==> src/rtl/lc3b_types.sv <==
// Shared LC-3b types for the MEM stage: word type, memory operation encoding,
// MEM-stage FSM states, the latched request payload, and op-classification helpers.
package lc3b_types;

  localparam int unsigned WORD_W = 16;
  localparam int unsigned BE_W   = 2;

  typedef logic [WORD_W-1:0] lc3b_word;

  typedef enum logic [2:0] {
    MEM_NONE = 3'd0,
    MEM_LD   = 3'd1,
    MEM_ST   = 3'd2,
    MEM_LDB  = 3'd3,
    MEM_STB  = 3'd4,
    MEM_LDI  = 3'd5,
    MEM_STI  = 3'd6
  } lc3b_mem_op;

  typedef enum logic [1:0] {
    IDLE    = 2'd0,
    ACCESS1 = 2'd1,
    ACCESS2 = 2'd2,
    DONE    = 2'd3
  } mem_state_e;

  // Request captured from EX/MEM when the FSM accepts it.
  typedef struct packed {
    lc3b_mem_op op;
    lc3b_word   addr;
    lc3b_word   data;
  } mem_req_t;

  // Byte-granular ops keep the raw address; everything else is word aligned.
  function automatic logic op_is_byte(input lc3b_mem_op op);
    return (op == MEM_LDB) || (op == MEM_STB);
  endfunction

  // LDI/STI fetch a pointer first, then perform a second access through it.
  function automatic logic op_is_indirect(input lc3b_mem_op op);
    return (op == MEM_LDI) || (op == MEM_STI);
  endfunction

  // Only ST and STB write on the first access; STI reads its pointer first.
  function automatic logic op_first_write(input lc3b_mem_op op);
    return (op == MEM_ST) || (op == MEM_STB);
  endfunction

  function automatic logic op_is_load(input lc3b_mem_op op);
    return (op == MEM_LD) || (op == MEM_LDB) || (op == MEM_LDI);
  endfunction

endpackage

==> src/rtl/mem_access_if.sv <==
// Pipeline-side and memory-side signals of the MEM stage.
// slave  : view of mem_access (consumes request + memory response, drives bus + stall).
// master : view of the surrounding pipeline/memory model.
interface mem_access_if;
  import lc3b_types::*;

  logic                  req_valid;
  lc3b_mem_op            mem_op;
  lc3b_word              mar_in;
  lc3b_word              mdr_in;
  lc3b_word              mem_rdata;
  logic                  mem_resp;
  lc3b_word              mem_address;
  lc3b_word              mem_wdata;
  logic                  mem_read;
  logic                  mem_write;
  logic [BE_W-1:0]       mem_byte_enable;
  logic                  stall;
  lc3b_word              data_out;

  modport slave (
    input  req_valid, mem_op, mar_in, mdr_in, mem_rdata, mem_resp,
    output mem_address, mem_wdata, mem_read, mem_write, mem_byte_enable, stall, data_out
  );

  modport master (
    output req_valid, mem_op, mar_in, mdr_in, mem_rdata, mem_resp,
    input  mem_address, mem_wdata, mem_read, mem_write, mem_byte_enable, stall, data_out
  );

endinterface

==> src/rtl/mem_format.sv <==
// Combinational byte/word formatting for the MEM stage.
// Ports: op (latched op), active/is_write (current strobe), addr (address for this
// access), mdr (store data), rdata (memory read data);
// address_c, wdata_c, byte_enable_c (memory bus), load_data_c (value for data_out).
module mem_format
  import lc3b_types::*;
(
  input  lc3b_mem_op      op,
  input  logic            active,
  input  logic            is_write,
  input  lc3b_word        addr,
  input  lc3b_word        mdr,
  input  lc3b_word        rdata,
  output lc3b_word        address_c,
  output lc3b_word        wdata_c,
  output logic [BE_W-1:0] byte_enable_c,
  output lc3b_word        load_data_c
);

  logic byte_op;

  assign byte_op = op_is_byte(op);

  // Word accesses drop address bit 0; byte accesses use it to pick a lane.
  assign address_c = byte_op ? addr : {addr[WORD_W-1:1], 1'b0};

  // A byte store replicates the low byte so either lane sees it.
  assign wdata_c = (op == MEM_STB) ? {mdr[7:0], mdr[7:0]} : mdr;

  // Lanes only matter while a strobe is up; idle bus shows no lanes.
  always_comb begin
    byte_enable_c = '0;
    if (active) begin
      if (is_write && (op == MEM_STB)) begin
        byte_enable_c = addr[0] ? 2'b10 : 2'b01;
      end else begin
        byte_enable_c = 2'b11;
      end
    end
  end

  // LDB zero-extends the addressed byte; word loads pass through.
  always_comb begin
    load_data_c = rdata;
    if (op == MEM_LDB) begin
      load_data_c = addr[0] ? {8'h00, rdata[15:8]} : {8'h00, rdata[7:0]};
    end
  end

endmodule

==> src/rtl/mem_access.sv <==
// LC-3b MEM stage: sequences LD/ST/LDB/STB/LDI/STI against a handshake memory.
// Ports: clk, reset_n (async, active low), bus (mem_access_if.slave) carrying the
// EX/MEM request, memory bus, stall back to the pipeline and the formatted load data.
module mem_access
  import lc3b_types::*;
(
  input  logic         clk,
  input  logic         reset_n,
  mem_access_if.slave  bus
);

  mem_state_e      state_q, state_d;
  mem_req_t        req_q;
  lc3b_word        ptr_q;
  lc3b_word        data_out_q;

  logic            stall_c;
  logic            read_c;
  logic            write_c;
  logic            second_c;
  logic            req_we_c;
  logic            ptr_we_c;
  logic            data_we_c;

  lc3b_word        access_addr;
  lc3b_word        fmt_address;
  lc3b_word        fmt_wdata;
  logic [BE_W-1:0] fmt_be;
  lc3b_word        fmt_load;

  // State and datapath registers.
  always_ff @(posedge clk or negedge reset_n) begin
    if (!reset_n) begin
      state_q    <= IDLE;
      req_q      <= '0;
      ptr_q      <= '0;
      data_out_q <= '0;
    end else begin
      state_q <= state_d;
      if (req_we_c) begin
        req_q <= '{op: bus.mem_op, addr: bus.mar_in, data: bus.mdr_in};
      end
      if (ptr_we_c) begin
        ptr_q <= bus.mem_rdata;
      end
      if (data_we_c) begin
        data_out_q <= fmt_load;
      end
    end
  end

  // Next-state, strobe and stall decode from state and the latched op.
  always_comb begin
    state_d   = state_q;
    stall_c   = 1'b0;
    read_c    = 1'b0;
    write_c   = 1'b0;
    second_c  = 1'b0;
    req_we_c  = 1'b0;
    ptr_we_c  = 1'b0;
    data_we_c = 1'b0;
    case (state_q)
      IDLE: begin
        // Accepting stalls upstream in the same cycle so EX/MEM holds.
        if (bus.req_valid && (bus.mem_op != MEM_NONE)) begin
          req_we_c = 1'b1;
          stall_c  = 1'b1;
          state_d  = ACCESS1;
        end
      end
      ACCESS1: begin
        stall_c = 1'b1;
        write_c = op_first_write(req_q.op);
        read_c  = !op_first_write(req_q.op);
        if (bus.mem_resp) begin
          if (op_is_indirect(req_q.op)) begin
            ptr_we_c = 1'b1;
            state_d  = ACCESS2;
          end else begin
            data_we_c = op_is_load(req_q.op);
            state_d   = DONE;
          end
        end
      end
      ACCESS2: begin
        stall_c  = 1'b1;
        second_c = 1'b1;
        read_c   = (req_q.op == MEM_LDI);
        write_c  = (req_q.op == MEM_STI);
        if (bus.mem_resp) begin
          data_we_c = (req_q.op == MEM_LDI);
          state_d   = DONE;
        end
      end
      DONE: begin
        state_d = IDLE;
      end
      default: begin
        state_d = IDLE;
      end
    endcase
  end

  // Second access of LDI/STI goes through the fetched pointer.
  assign access_addr = second_c ? ptr_q : req_q.addr;

  mem_format u_fmt (
    .op            (req_q.op),
    .active        (read_c | write_c),
    .is_write      (write_c),
    .addr          (access_addr),
    .mdr           (req_q.data),
    .rdata         (bus.mem_rdata),
    .address_c     (fmt_address),
    .wdata_c       (fmt_wdata),
    .byte_enable_c (fmt_be),
    .load_data_c   (fmt_load)
  );

  // IDLE stall follows the live request, so reset must mask it directly.
  assign bus.stall           = stall_c & reset_n;
  assign bus.mem_read        = read_c;
  assign bus.mem_write       = write_c;
  assign bus.mem_byte_enable = fmt_be;
  assign bus.mem_address     = fmt_address;
  assign bus.mem_wdata       = fmt_wdata;
  assign bus.data_out        = data_out_q;

endmodule
==> src/flat_wrapper.sv <==
// flat-port wrapper written by rule: the top's interface ports become plain ports
module mem_access_flat import lc3b_types::*;
  (clk, reset_n, bus_req_valid, bus_mem_op, bus_mar_in, bus_mdr_in, bus_mem_rdata, bus_mem_resp, bus_mem_address, bus_mem_wdata, bus_mem_read, bus_mem_write, bus_mem_byte_enable, bus_stall, bus_data_out);
  mem_access_if bus_i ();
  input  logic clk;
  input  logic reset_n;
  input wire logic [$bits(bus_i.req_valid)-1:0] bus_req_valid;
  input wire logic [$bits(bus_i.mem_op)-1:0] bus_mem_op;
  input wire logic [$bits(bus_i.mar_in)-1:0] bus_mar_in;
  input wire logic [$bits(bus_i.mdr_in)-1:0] bus_mdr_in;
  input wire logic [$bits(bus_i.mem_rdata)-1:0] bus_mem_rdata;
  input wire logic [$bits(bus_i.mem_resp)-1:0] bus_mem_resp;
  output wire logic [$bits(bus_i.mem_address)-1:0] bus_mem_address;
  output wire logic [$bits(bus_i.mem_wdata)-1:0] bus_mem_wdata;
  output wire logic [$bits(bus_i.mem_read)-1:0] bus_mem_read;
  output wire logic [$bits(bus_i.mem_write)-1:0] bus_mem_write;
  output wire logic [$bits(bus_i.mem_byte_enable)-1:0] bus_mem_byte_enable;
  output wire logic [$bits(bus_i.stall)-1:0] bus_stall;
  output wire logic [$bits(bus_i.data_out)-1:0] bus_data_out;
  assign bus_i.req_valid = bus_req_valid;
  assign bus_i.mem_op = bus_mem_op;
  assign bus_i.mar_in = bus_mar_in;
  assign bus_i.mdr_in = bus_mdr_in;
  assign bus_i.mem_rdata = bus_mem_rdata;
  assign bus_i.mem_resp = bus_mem_resp;
  assign bus_mem_address = bus_i.mem_address;
  assign bus_mem_wdata = bus_i.mem_wdata;
  assign bus_mem_read = bus_i.mem_read;
  assign bus_mem_write = bus_i.mem_write;
  assign bus_mem_byte_enable = bus_i.mem_byte_enable;
  assign bus_stall = bus_i.stall;
  assign bus_data_out = bus_i.data_out;
  mem_access u_core (.clk(clk), .reset_n(reset_n), .bus(bus_i));
endmodule
==> config.mk <==
export PLATFORM = sky130hd
export DESIGN_NAME = mem_access_flat
export DESIGN_NICKNAME = d
export VERILOG_FILES = /design/src/rtl/lc3b_types.sv /design/src/rtl/mem_access_if.sv /design/src/rtl/mem_format.sv /design/src/rtl/mem_access.sv /design/src/flat_wrapper.sv
export SDC_FILE = /design/constraint.sdc
export NUM_CORES = 1
export LEC_CHECK = 0
export BUFFER_PORTS_ARGS = -buffer_cell sky130_fd_sc_hd__buf_2
export CORE_ASPECT_RATIO = 0.75
export CORE_MARGIN = 4
export CORE_UTILIZATION = 53
export CTS_BUF_LIST = sky130_fd_sc_hd__clkbuf_8
export DETAILED_ROUTE_END_ITERATION = 16
export PLACE_DENSITY = 0.83
export SYNTH_ARGS = -nofsm -noshare
export SYNTH_HDL_FRONTEND = slang
export SYNTH_SLANG_ARGS = --single-unit
export TNS_END_PERCENT = 5
==> constraint.sdc <==
create_clock -name clk -period 2.4 [get_ports clk]
set_input_delay 0.24 -clock clk [delete_from_list [all_inputs] [get_ports clk]]
set_output_delay 0.24 -clock clk [all_outputs]
set_load 0.005 [all_outputs]
Yosys cells after proc, flatten, opt, wreduce, memory -nomap -nowiden --
Index checks and enable logic that the tools add are counted.
Cells by class: $add $sub $neg 0, multipliers 0, divide/modulo/power cells 0, $lt $le $gt $ge 0, equality and inequality tests 12, shift-type cells 0, muxes and demuxes 26, bitwise gates (word level) 2, reduce and logical (&&, ||, !) cells 12
Operators with widths (number):
- two-way mux 16 bit | 3
- two-way mux 2 bit | 6
- two-way mux 1 bit | 11
- == test 3 bit, second input constant | 3
- two-way mux 8 bit | 1
- case mux 1 bit (2 select lines) | 4
- case mux 2 bit (4 select lines) | 1
- == test 3 x 2 -> 1 bit, second input constant | 2
- logical OR 1 bit | 5
- == test 2 bit, second input constant | 2
- != test 2 bit, second input constant | 2
- == test 3 x 1 -> 1 bit, second input constant | 1
- AND reduction 3 bit | 1
- nonzero test 3 bit | 1
- == test 2 x 1 -> 1 bit, second input constant | 1
- logical AND 1 bit | 2
- zero test 2 bit | 1
- != test 2 x 1 -> 1 bit, second input constant | 1
- OR reduction 2 bit | 1
- bitwise AND 1 bit | 1
- zero test 1 bit | 1
- bitwise OR 1 bit | 1
Storage, ports and cells: register bits after elaboration 69, bits in latches 0, RAM bits 0, memory bits (read-only) 0, bits of input ports 55, output and inout bits 53, logic and storage cells 58, memories kept 0

Longest topological paths before layout --
depth in word-level cells 6, mapped depth 8

Cells and area by module --
Synthesis repeated with hierarchy kept, for this count alone.
Unflattened totals: cells, all modules 253, area total of the unflattened synthesis 3577.2 sq um
By module, submodules not included:
- mem_access | instances 1, cells an instance 196, area an instance 3055.4 sq um, sequential area each 1726.7 sq um
- mem_format | instances 1, cells an instance 57, area an instance 521.8 sq um, sequential area each 0.0 sq um

Worst setup path after synthesis --
Ideal clock, no wire load.
path type register to output, start point reg u_core.state_q[0], end point out bus_mem_address[0], arrival 1.629 ns, data required time 2.160 ns, path slack 0.531 ns, cell stages (with the launch flop) 8, path buffers 2, cells stage by stage dfrtp_1 > inv_1 > ha_1 > buf_4 > mux2_4 > nor2b_4 > buf_6 > or2_1
On the way: word-level cells in the longest chain between the ends 4
Ends and longest elaborated chain:
- start: declaration | line mem_access.sv:12 | mem_state_e state_q, state_d;
- start signal: assignment | line mem_access.sv:39 | state_q <= state_d;
- == test 2 bit | line mem_access.sv:62 | case (state_q)
- two-way mux 1 bit | line mem_access.sv:62
- two-way mux 16 bit | line mem_access.sv:105 | assign access_addr = second_c ? ptr_q : req_q.addr;
- two-way mux 1 bit | line mem_format.sv:25 | assign address_c = byte_op ? addr : {addr[WORD_W-1:1], 1'b0};
- end: declaration | line flat_wrapper.sv:13 | output wire logic [$bits(bus_i.mem_address)-1:0] bus_mem_address;
No other way between the ends.

Worst setup path in the final report --
Ends and elaborated chain as after synthesis.

==> metrics.json <==
{
  "vias_per_cell": 5.13,
  "crit_slowest_cell": "sky130_fd_sc_hd__dfrtp_1",
  "finalNonFillerCells": 446,
  "yosysTopAreaCellShare": 0.505,
  "crit_chain": "inv_1 > ha_2 > mux2_4 > nor2b_4 > or2_1 > buf_2",
  "crit_start": "u_core.state_q[0]$_DFFE_PN0P_",
  "cts_max_path_buffers": 2,
  "status": "finished clean",
  "cts_hold_buf": 0,
  "tritoncts_clock_tree": "built",
  "gpl.final_weighted_congestion": 0.858,
  "drtPass1Iterations": 4,
  "antenna-diode-count": 0,
  "startpoint_type": "register",
  "hold_path_class": "primary input to async pin",
  "post_cts.resized_instances": 0,
  "rsz0062_at_grt": "true",
  "cp-end-kind": "output port",
  "clk_pin_slew_worst_paths_ns": 0.07,
  "grt_start_max_net_pins": 70,
  "clock_tree.htree_level_count": 3,
  "tightest_slew_ns": 0.856,
  "crit_family": "flip-flops",
  "power.density_cell_area_mw_per_mm2": 1330,
  "worstPathArrival_ns": 2.02,
  "layout.cells.most_common": "sky130_fd_sc_hd__buf_2",
  "crit_path_max_incr_delay_ns": 0.42,
  "syn2layout_area_growth_pct": 21.5,
  "cts_post_setup_buffers_inserted": 0,
  "wire_length_of_the_first_global_routing_pass_um": 11700,
  "worst-path-stages": 6,
  "critical_path_peak_fanout": 9,
  "clock-skew-final_ns": 0.0109,
  "postRouteAntennaNets": 0,
  "ys.warnings.count": 0,
  "io_pins": 108,
  "antenna_violations_before_repair": 0,
  "period_share": 0.942,
  "fin_crit_ns": 2.26,
  "root_buffer": "sky130_fd_sc_hd__clkbuf_8",
  "timing.reg2reg.worst_path_depth": 7,
  "regToRegEndpoint": "u_core.bus.data_out[9]$_DFFE_PN0P_",
  "detailroute.via_count": 2286,
  "maximum_operating_frequency_mhz": 442,
  "first_global_vias": 2402,
  "regToRegSetupSlack_ns": 0.50,
  "detailed_place_hpwl_um": 5280,
  "postSynthAreaPerCell_um2": 13.2,
  "die_height_um": 77.6,
  "cts_buffers": 9,
  "num_rows": 25,
  "global_route.usage.total": 0.195,
  "drive_gt1_frac": 0.573,
  "cap_violations": 0,
  "drcViolationCount": 0,
  "dr.first_iter.drc_count": 103,
  "overflow": 0,
  "tns_ns": 0,
  "post_synth_num_cell_types": 34,
  "syn_inst": 259,
  "worstPathBufferInverterCount": 2,
  "worst_setup_path_endpoint": "bus_mem_address[0]",
  "die_area_mm2": 0.00782,
  "final-setup-viol-count": 0,
  "synthTopCellsByArea": "sky130_fd_sc_hd__dfrtp_1 (50%), sky130_fd_sc_hd__mux2_2 (20%), sky130_fd_sc_hd__mux2_4 (4.8%)",
  "clock_latency_ns": 0.33,
  "final_util": 0.661,
  "core-area_mm2": 0.00629,
  "critical_path_start_end_classification": "register to output port",
  "mappedNetlistArea_mm2": 0.00342,
  "postSynthRegisterBits": 69,
  "timing.slew.headroom": 0.429,
  "hold_violations": 0,
  "vdd_ir_drop_max_uv": 717,
  "io_buffer_count": 107,
  "synthesis.nets": 319,
  "avgRoutedWirePerCell_um": 16.1,
  "dieWidth_um": 101,
  "yosysTopAreaCell": "sky130_fd_sc_hd__dfrtp_1",
  "crit_required_ns": 2.16,
  "sequential_cell_area_fraction_in_the_yosys_report": 0.505,
  "most-common-layout-cells": "sky130_fd_sc_hd__buf_2 (106), sky130_fd_sc_hd__dfrtp_1 (69), sky130_fd_sc_hd__mux2_2 (62), sky130_fd_sc_hd__nand2_1 (27), sky130_fd_sc_hd__mux2i_1 (12)",
  "number_of_nets_in_the_layout": 421,
  "initial_core_utilization": 0.544,
  "power.static_leakage_nw": 2.09,
  "cts.sink_count": 69,
  "place.detailed.instances": 431,
  "worst_r2r_startpoint": "u_core.state_q[0]$_DFFE_PN0P_",
  "routed_wirelength_um": 7180,
  "finalMaxSlewViolations": 0
}
-- registers in the layout, indices dropped and copies added, names as in the netlist --
name                 count
u_core.req_q            35
u_core.bus.data_out     16
u_core.state_q           2
u_core.ptr_q            16
-- worst register-to-register path: stages (launching register included) --
cell and delay [ns]:
sky130_fd_sc_hd__dfrtp_1 0.41, sky130_fd_sc_hd__inv_1 0.12, sky130_fd_sc_hd__ha_2 0.24, sky130_fd_sc_hd__buf_4 0.19, sky130_fd_sc_hd__and3b_2 0.23, sky130_fd_sc_hd__o21ai_2 0.12, sky130_fd_sc_hd__buf_4 0.29, sky130_fd_sc_hd__o21ai_0 0.16
-- per-stage QoR --
stage / hold WS [ns] / setup WS [ns] / area, µm² / total power, mW
global route: 0.108 / -0.00248 / 4160 / 5.94
global placement: 0.451 / 0.529 / 3930 / 4.46
CTS: 0.107 / 0.0781 / 4140 / 5.55
finish: 0.122 / 0.140 / 4160 / 5.51
floorplan: -0.0556 / 0.531 / 3420 / 3.81
detailed placement: 0.461 / 0.467 / 3930 / 4.56
-- layout make-up --
| cell class | instances | area (µm²) |
|---|---|---|
| Clock buffer | 9 | 124 |
| Clock inverter | 6 | 81.3 |
| Fill cell | 496 | 2130 |
| Inverter | 5 | 18.8 |
| Multi-Input combinational cell | 163 | 1520 |
| Sequential cell | 69 | 1730 |
| Tap cell | 81 | 101 |
| Timing Repair Buffer | 113 | 583 |
-- cells in the mapped netlist, drive strengths merged --
cell type  number
a211oi          1
a21boi          1
nor2b           2
nor3b           2
a2bb2oi         1
and2            1
nand4           1
mux2i          12
xor2            1
o21a            1
or2             1
dfrtp          69
nand2          27
o31ai           1
inv             5
buf            21
a22oi           1
o311ai          1
mux2           75
nand3b          3
o21ai          20
and3            1
clkbuf          1
and3b           1
nor2            4
ha              5
-- power breakdown --
group / internal [mW] / leakage (nW) / total (mW) / switching (mW)
registers: 1.73 / 0.839 / 2.12 / 0.388
logic: 1.41 / 1.14 / 2.42 / 1.01
clock network: 0.572 / 0.112 / 0.974 / 0.402
-- cell families (layout without fill, tap and decap cells) --
kind of cell,after synthesis,in the layout,synth area share
buf+inv,27,133,0.0567
fa+ha+maj,5,5,0.0183
flops,69,69,0.505
simple gates,43,43,0.0666
compound gates,27,27,0.0516
mux,87,87,0.294
xor+xnor,1,1,0.00805
-- worst min-delay path by stage --
stage,cells after the start,from,slack [ns],to
3_5_place_dp,2,bus_mar_in[3],0.46,u_core.req_q[19]$_DFFE_PN0P_
5_1_grt,2,bus_mar_in[3],0.11,u_core.req_q[19]$_DFFE_PN0P_
2_1_floorplan,0,reset_n,-0.06,u_core.bus.data_out[0]$_DFFE_PN0P_
6_report,2,reset_n,0.12,u_core.ptr_q[0]$_DFFE_PN0P_
3_3_place_gp,2,bus_mar_in[3],0.45,u_core.req_q[19]$_DFFE_PN0P_
4_1_cts,2,bus_mar_in[3],0.11,u_core.req_q[19]$_DFFE_PN0P_
-- metal layers --
layer | GRT usage | wire length, µm
met5 | 0 | 0
met4 | 0.0498 | 33
met3 | 0.0719 | 514
met2 | 0.307 | 3510
met1 | 0.254 | 3120
No activity file was read; power rests on OpenSTA's default activity.
